[config.mk]
export PLATFORM = sky130hd
export DESIGN_NAME = irq_capture
export DESIGN_NICKNAME = d
export VERILOG_FILES = /design/src/rtl/irq_pkg.sv /design/src/rtl/irq_sync.sv /design/src/rtl/irq_capture.sv
export SDC_FILE = /design/constraint.sdc
export NUM_CORES = 1
export LEC_CHECK = 0
export ABC_CLOCK_PERIOD_IN_PS = 8200
export BUFFER_PORTS_ARGS = -buffer_cell sky130_fd_sc_hd__buf_4
export CORE_MARGIN = 5
export CORE_UTILIZATION = 29
export DETAILED_ROUTE_END_ITERATION = 10
export PLACE_DENSITY = 0.43
export REMOVE_ABC_BUFFERS = 1
export SLEW_MARGIN = 40
export SYNTH_ARGS = -nofsm -noshare
export SYNTH_HDL_FRONTEND = slang
export SYNTH_SLANG_ARGS = --single-unit
[constraint.sdc]
create_clock -name CLK -period 8.2 [get_ports CLK]
set_clock_uncertainty 0.2 [all_clocks]
set_input_delay 0.82 -clock CLK [delete_from_list [all_inputs] [get_ports CLK]]
set_output_delay 0.82 -clock CLK [all_outputs]
set_load 0.01 [all_outputs]
[src/rtl/irq_pkg.sv]
// Shared definitions for the interrupt source conditioner and the controller's
// priority decode.
package irq_pkg;

  localparam int unsigned NUM_IRQ = 8;
  localparam int unsigned DATA_W  = 16;
  localparam int unsigned ADDR_W  = 2;

  localparam logic [ADDR_W-1:0] IRQ_PEND = ADDR_W'(0);
  localparam logic [ADDR_W-1:0] IRQ_MASK = ADDR_W'(1);
  localparam logic [ADDR_W-1:0] IRQ_MODE = ADDR_W'(2);
  localparam logic [ADDR_W-1:0] IRQ_CTRL = ADDR_W'(3);

  // One-hot of the lowest set bit; bit 0 is the highest priority.
  function automatic logic [NUM_IRQ-1:0] prio_lsb(input logic [NUM_IRQ-1:0] req);
    return req & (~req + NUM_IRQ'(1));
  endfunction

endpackage

[src/rtl/irq_sync.sv]
// Per-bit multi-stage flop synchroniser for asynchronous request lines.
module irq_sync #(
  parameter int unsigned WIDTH  = 8,
  parameter int unsigned STAGES = 2
) (
  input  logic             CLK,
  input  logic             RST,
  input  logic [WIDTH-1:0] d,
  output logic [WIDTH-1:0] q
);

  logic [STAGES-1:0][WIDTH-1:0] stage_q;

  always_ff @(posedge CLK or posedge RST) begin
    if (RST) begin
      stage_q <= '0;
    end else begin
      stage_q <= {stage_q[STAGES-2:0], d};
    end
  end

  assign q = stage_q[STAGES-1];

endmodule

[src/rtl/irq_capture.sv]
// Interrupt source conditioner: synchronises request lines, applies polarity and
// edge/level selection, latches edge pendings and exposes a small register file.
module irq_capture #(
  parameter int unsigned NUM_IRQ     = 8,
  parameter int unsigned SYNC_STAGES = 2
) (
  input  logic                   CLK,
  input  logic                   RST,
  input  logic [NUM_IRQ-1:0]     irq_in,
  input  logic                   irq_active,
  input  logic [1:0]             addr,
  input  logic [2*NUM_IRQ-1:0]   wdata,
  input  logic                   we,
  input  logic                   re,
  output logic [2*NUM_IRQ-1:0]   rdata,
  output logic [NUM_IRQ-1:0]     interrupts,
  output logic [2*NUM_IRQ-1:0]   conf
);

  import irq_pkg::*;

  logic [NUM_IRQ-1:0] sync_c;
  logic [NUM_IRQ-1:0] s_c;
  logic [NUM_IRQ-1:0] s_prev_q;
  logic [NUM_IRQ-1:0] set_c;
  logic [NUM_IRQ-1:0] ack_clr_c;
  logic [NUM_IRQ-1:0] w1c_pend_c;
  logic [NUM_IRQ-1:0] w1c_ovf_c;
  logic [NUM_IRQ-1:0] edge_nxt_c;
  logic [NUM_IRQ-1:0] pend_q;
  logic [NUM_IRQ-1:0] pend_d;
  logic [NUM_IRQ-1:0] ovf_q;
  logic [NUM_IRQ-1:0] ovf_d;
  logic [NUM_IRQ-1:0] irq_d;
  logic [NUM_IRQ-1:0] mask_q;
  logic [NUM_IRQ-1:0] mode_q;
  logic [NUM_IRQ-1:0] pol_q;
  logic [NUM_IRQ-1:0] edge_sel_q;
  logic               act_q;
  logic               ack_c;
  logic               wr_pend_c;
  logic               wr_mask_c;
  logic               wr_mode_c;
  logic               wr_ctrl_c;
  logic [2*NUM_IRQ-1:0] rdata_c;

  irq_sync #(
    .WIDTH  (NUM_IRQ),
    .STAGES (SYNC_STAGES)
  ) u_sync (
    .CLK (CLK),
    .RST (RST),
    .d   (irq_in),
    .q   (sync_c)
  );

  assign wr_pend_c = we && (addr == IRQ_PEND);
  assign wr_mask_c = we && (addr == IRQ_MASK);
  assign wr_mode_c = we && (addr == IRQ_MODE);
  assign wr_ctrl_c = we && (addr == IRQ_CTRL);

  // Conditioning, edge detect, ack and W1C; a new edge set wins over any clear.
  always_comb begin
    s_c        = sync_c ^ pol_q;
    set_c      = s_c & ~s_prev_q & edge_sel_q;
    ack_c      = irq_active & ~act_q;
    ack_clr_c  = '0;
    w1c_pend_c = '0;
    w1c_ovf_c  = '0;
    edge_nxt_c = edge_sel_q;
    if (ack_c) begin
      // Only an edge line can be acknowledged; a level winner clears nothing.
      ack_clr_c = prio_lsb(interrupts & mask_q) & edge_sel_q;
    end
    if (wr_pend_c) begin
      w1c_pend_c = wdata[NUM_IRQ-1:0];
      w1c_ovf_c  = wdata[2*NUM_IRQ-1:NUM_IRQ];
    end
    if (wr_ctrl_c) begin
      edge_nxt_c = wdata[NUM_IRQ-1:0];
    end
    pend_d = ((pend_q & ~(ack_clr_c | w1c_pend_c)) | set_c) & edge_nxt_c;
    ovf_d  = (ovf_q & ~w1c_ovf_c) | (set_c & pend_q);
    irq_d  = (pend_d & edge_nxt_c) | (s_c & ~edge_nxt_c);
  end

  // Read mux samples pre-write state so a simultaneous write is not visible yet.
  always_comb begin
    rdata_c = '0;
    case (addr)
      IRQ_PEND: rdata_c = {ovf_q, interrupts};
      IRQ_MASK: rdata_c = {NUM_IRQ'(0), mask_q};
      IRQ_MODE: rdata_c = {NUM_IRQ'(0), mode_q};
      IRQ_CTRL: rdata_c = {pol_q, edge_sel_q};
      default:  rdata_c = '0;
    endcase
  end

  always_ff @(posedge CLK or posedge RST) begin
    if (RST) begin
      s_prev_q   <= '0;
      act_q      <= 1'b0;
      pend_q     <= '0;
      ovf_q      <= '0;
      interrupts <= '0;
      mask_q     <= '0;
      mode_q     <= '0;
      pol_q      <= '0;
      edge_sel_q <= '0;
      rdata      <= '0;
    end else begin
      s_prev_q   <= s_c;
      act_q      <= irq_active;
      pend_q     <= pend_d;
      ovf_q      <= ovf_d;
      interrupts <= irq_d;
      if (wr_mask_c) begin
        mask_q <= wdata[NUM_IRQ-1:0];
      end
      if (wr_mode_c) begin
        mode_q <= wdata[NUM_IRQ-1:0];
      end
      if (wr_ctrl_c) begin
        edge_sel_q <= wdata[NUM_IRQ-1:0];
        pol_q      <= wdata[2*NUM_IRQ-1:NUM_IRQ];
      end
      if (re) begin
        rdata <= rdata_c;
      end
    end
  end

  assign conf = {mode_q, mask_q};

endmodule

==> results.tsv <==
metric	value	unit
Syn Inst Count	295	
source of the worst register-to-register timing path	act_q$_DFF_PP0_	
kind of critical path	in2reg	
overall routed net length	10100	um
netlist area before placement	3980	sq um
class of the worst hold path	reg2reg	
count of final max-slew check failures	0	
# H-tree levels	3	
share of the clock period used by the worst path after layout	0.267	
via count of the routed design	2644	
buffer count from post-CTS setup fixing	0	
detail-routed net length per standard cell	18.4	um
startpoint type of the worst setup path	input port	
Row Count	42	
type of destination of the critical path	register	
most repeated cell in the gate-level netlist after synthesis	sky130_fd_sc_hd__dfrtp_1	
clock latency of the later-clocked register in the worst-skew pair	0.35	ns
mux contribution to synthesized area	0.166	
wire length of the first global-routing pass	16300	um
reg2reg path depth	4	
slack of the worst reg-to-reg path	6.22	ns
count of buffers from port buffering	70	
slew margin rel.	0.503	
overall global routing resource usage	0.133	
gpl congestion	0.754	
run status	finished, final reports clean	
hold wc startpoint	u_sync.stage_q[4]$_DFF_PP0_	
fraction of the mapped netlist area in compound gates	0.0791	
RSZ-0062 raised after global routing	no	
initial antenna violation count	0	
fraction of final layout cells sized beyond drive strength 1	0.352	
clock slew seen by the registers of the worst setup and hold paths	0.06	ns
share of async-settable or async-resettable flops after synthesis	1.00	
number of distinct library cells after synthesis	38	
post-synthesis adder-cell area fraction	0	
total core area	13300	sq um
detailed placement HPWL	6720	um
clock buffers created by TritonCTS	9	
Seq/Total Area, Yosys	0.609	
Synth Warn #	0	
ys flop type	sky130_fd_sc_hd__dfrtp_1	
FMAX	0.456	GHz
via-per-instance ratio	4.82	
remaining routing DRC violations	0	
required time of the worst setup path	8.21	ns
top cells by count, synth	sky130_fd_sc_hd__dfrtp_1 (97), sky130_fd_sc_hd__mux2_2 (34), sky130_fd_sc_hd__nand2_1 (24)	
pre-CTS WS	5.59	ns
post-layout total power	1.43	mW
worst setup margin	6.01	ns
WP data arrival	2.20	ns
total global routing overflow	0	
top post-synthesis cells by area	sky130_fd_sc_hd__dfrtp_1 (61%), sky130_fd_sc_hd__mux2_2 (9.6%), sky130_fd_sc_hd__mux4_1 (2.6%)	
dpl cells	531	
TritonRoute pass-1 iters	4	
xor-xnor portion of the synthesized cell area	0.0176	
Max Cap Viol	0	
EDFF count, synth	0	
number of synthesized register bits	97	
post-layout net count	398	
maximum number of pins on one net before global-route repair	79	
initial DRC count	176	
Chip Width	127	um
area added between synthesis and finish	26.2	%
Worst Hold Path EP	u_sync.q[4]$_DFF_PP0_	
clk sinks	97	
Hold Path Cell Cnt	0	
count of inserted antenna diode cells	0	
area enclosed by the die boundary	16200	sq um
Synth Area in Simple Gates	0.0974	
Worst setup startpoint	irq_active	
power density normalized to cell area	284	nW/um^2
count of pins on the block boundary	71	
area fraction of the dominant cell type after synthesis	0.609	
die height	127	um
area leader, netlist	sky130_fd_sc_hd__dfrtp_1	
number of endpoints failing setup at the final stage	0	
Starting Density	0.298	
number of routed nets with antenna violations	0	
transition at the pin with the smallest max-transition slack	0.745	ns
worst r2r dst	interrupts[6]$_DFF_PP0_	
Leakage Power	2.27	nW
number of standard cells in the final layout excluding fillers	548	
Post-Route Setup TNS	0	ns
time the final worst path needs with I/O delays and setup	2.19	ns
via count of the first global-routing pass	2886	
number of hold violations in the final report	0	
highest net fanout along the worst path	5	
IR drop worst, VDD	0.118	mV
root cell of the clock tree	sky130_fd_sc_hd__clkbuf_16	
clock tree from TritonCTS	built	
number of buffers inserted by hold repair at cts	0	
maximum number of buffers from clock root to sink	2	
syn_area_per_cell	13.5	sq um
Gates resized, CTS repair	0	
main combinational cell family by area after synthesis	multiplexers	
==> power by group <==
part	total [mW]	internal, mW	switching [mW]
combinational	0.291	0.161	0.130
clock	0.488	0.306	0.182
sequential	0.652	0.576	0.0760
total	1.43	1.04	0.388
==> layer usage <==
metal  track usage  share of wire
met3        0.0426          0.054
met5             0              0
met4        0.0423          0.017
met1         0.172           0.45
met2         0.212           0.47
==> layout by cell type, fill, tap and decap left out, types with 2 or more instances in the layout <==
cell                        synthesis  layout
sky130_fd_sc_hd__nor4_1             2       2
sky130_fd_sc_hd__mux2i_1            7       7
sky130_fd_sc_hd__nand3_1            5       5
sky130_fd_sc_hd__mux4_2             4       4
sky130_fd_sc_hd__and2_1             3       3
sky130_fd_sc_hd__clkbuf_16          0       9
sky130_fd_sc_hd__mux2_2            34      34
sky130_fd_sc_hd__nor3b_1            4       4
sky130_fd_sc_hd__xor2_1             4       4
sky130_fd_sc_hd__a22oi_1            9       9
sky130_fd_sc_hd__dfrtp_1           97      97
sky130_fd_sc_hd__mux4_1             4       4
sky130_fd_sc_hd__nand3b_1           3       3
sky130_fd_sc_hd__and3_1             2       2
sky130_fd_sc_hd__a21boi_0           3       3
sky130_fd_sc_hd__a21oi_1            9       9
sky130_fd_sc_hd__inv_1             12      11
sky130_fd_sc_hd__o211ai_1           3       3
sky130_fd_sc_hd__bufinv_16          0       3
sky130_fd_sc_hd__nor2_1            15      14
sky130_fd_sc_hd__nand4_1            5       5
sky130_fd_sc_hd__buf_4              1      70
sky130_fd_sc_hd__and3b_1            4       4
sky130_fd_sc_hd__buf_6              2       2
sky130_fd_sc_hd__a22o_1             8       8
sky130_fd_sc_hd__nand2_1           24      24
sky130_fd_sc_hd__o21ai_0            5       5
sky130_fd_sc_hd__xnor2_1            4       4
sky130_fd_sc_hd__a31oi_1            6       6
==> final cells by class <==
cell class / count / area [sq um]
Multi-Input combinational cell: 175 / 1440
Timing Repair Buffer: 72 / 548
Sequential cell: 97 / 2430
Fill cell: 1324 / 8320
Tap cell: 176 / 220
Inverter: 12 / 47.5
Clock inverter: 5 / 103
Clock buffer: 11 / 243
==> state kept, by name (all words and copies together), names as in the netlist <==
register,cells
mask_q,8
mode_q,8
rdata,16
edge_sel_q,8
pend_q,8
u_sync.stage_q,8
u_sync.q,8
pol_q,8
act_q,1
s_prev_q,8
interrupts,8
ovf_q,8
==> critical path, stage by stage <==
cell                       delay (ns)
sky130_fd_sc_hd__buf_4           0.08
sky130_fd_sc_hd__nor2b_1         0.37
sky130_fd_sc_hd__nand4_1         0.33
sky130_fd_sc_hd__nor4_1          0.43
sky130_fd_sc_hd__o221ai_1        0.16
==> metrics by stage <==
step / hold WS (ns) / utilization / area (sq um)
2_1_floorplan: 0.131 / - / 3910
3_3_place_gp: 0.132 / 0.349 / 4660
3_5_place_dp: 0.135 / 0.350 / 4670
4_1_cts: 0.150 / 0.376 / 5020
5_1_grt: 0.154 / 0.377 / 5030
6_report: 0.148 / 0.377 / 5030
==> cells by family (layout without fill, tap and decap cells) <==
family          Yosys count  in the layout
simple gates             71             71
buf+inv                  23            100
flops                    97             97
compound gates           46             46
xor+xnor                  8              8
mux                      50             50
==> worst max-delay path by stage <==
stage,to,slack [ns],cells after the start
floorplan,act_q$_DFF_PP0_,4.65,1
global placement,interrupts[6]$_DFF_PP0_,5.56,5
detailed placement,interrupts[6]$_DFF_PP0_,5.59,5
CTS,interrupts[6]$_DFF_PP0_,5.96,5
global route,pend_q[7]$_DFF_PP0_,5.87,5
finish,interrupts[6]$_DFF_PP0_,6.01,5
Note: power is estimated with default switching activity, not from simulation.
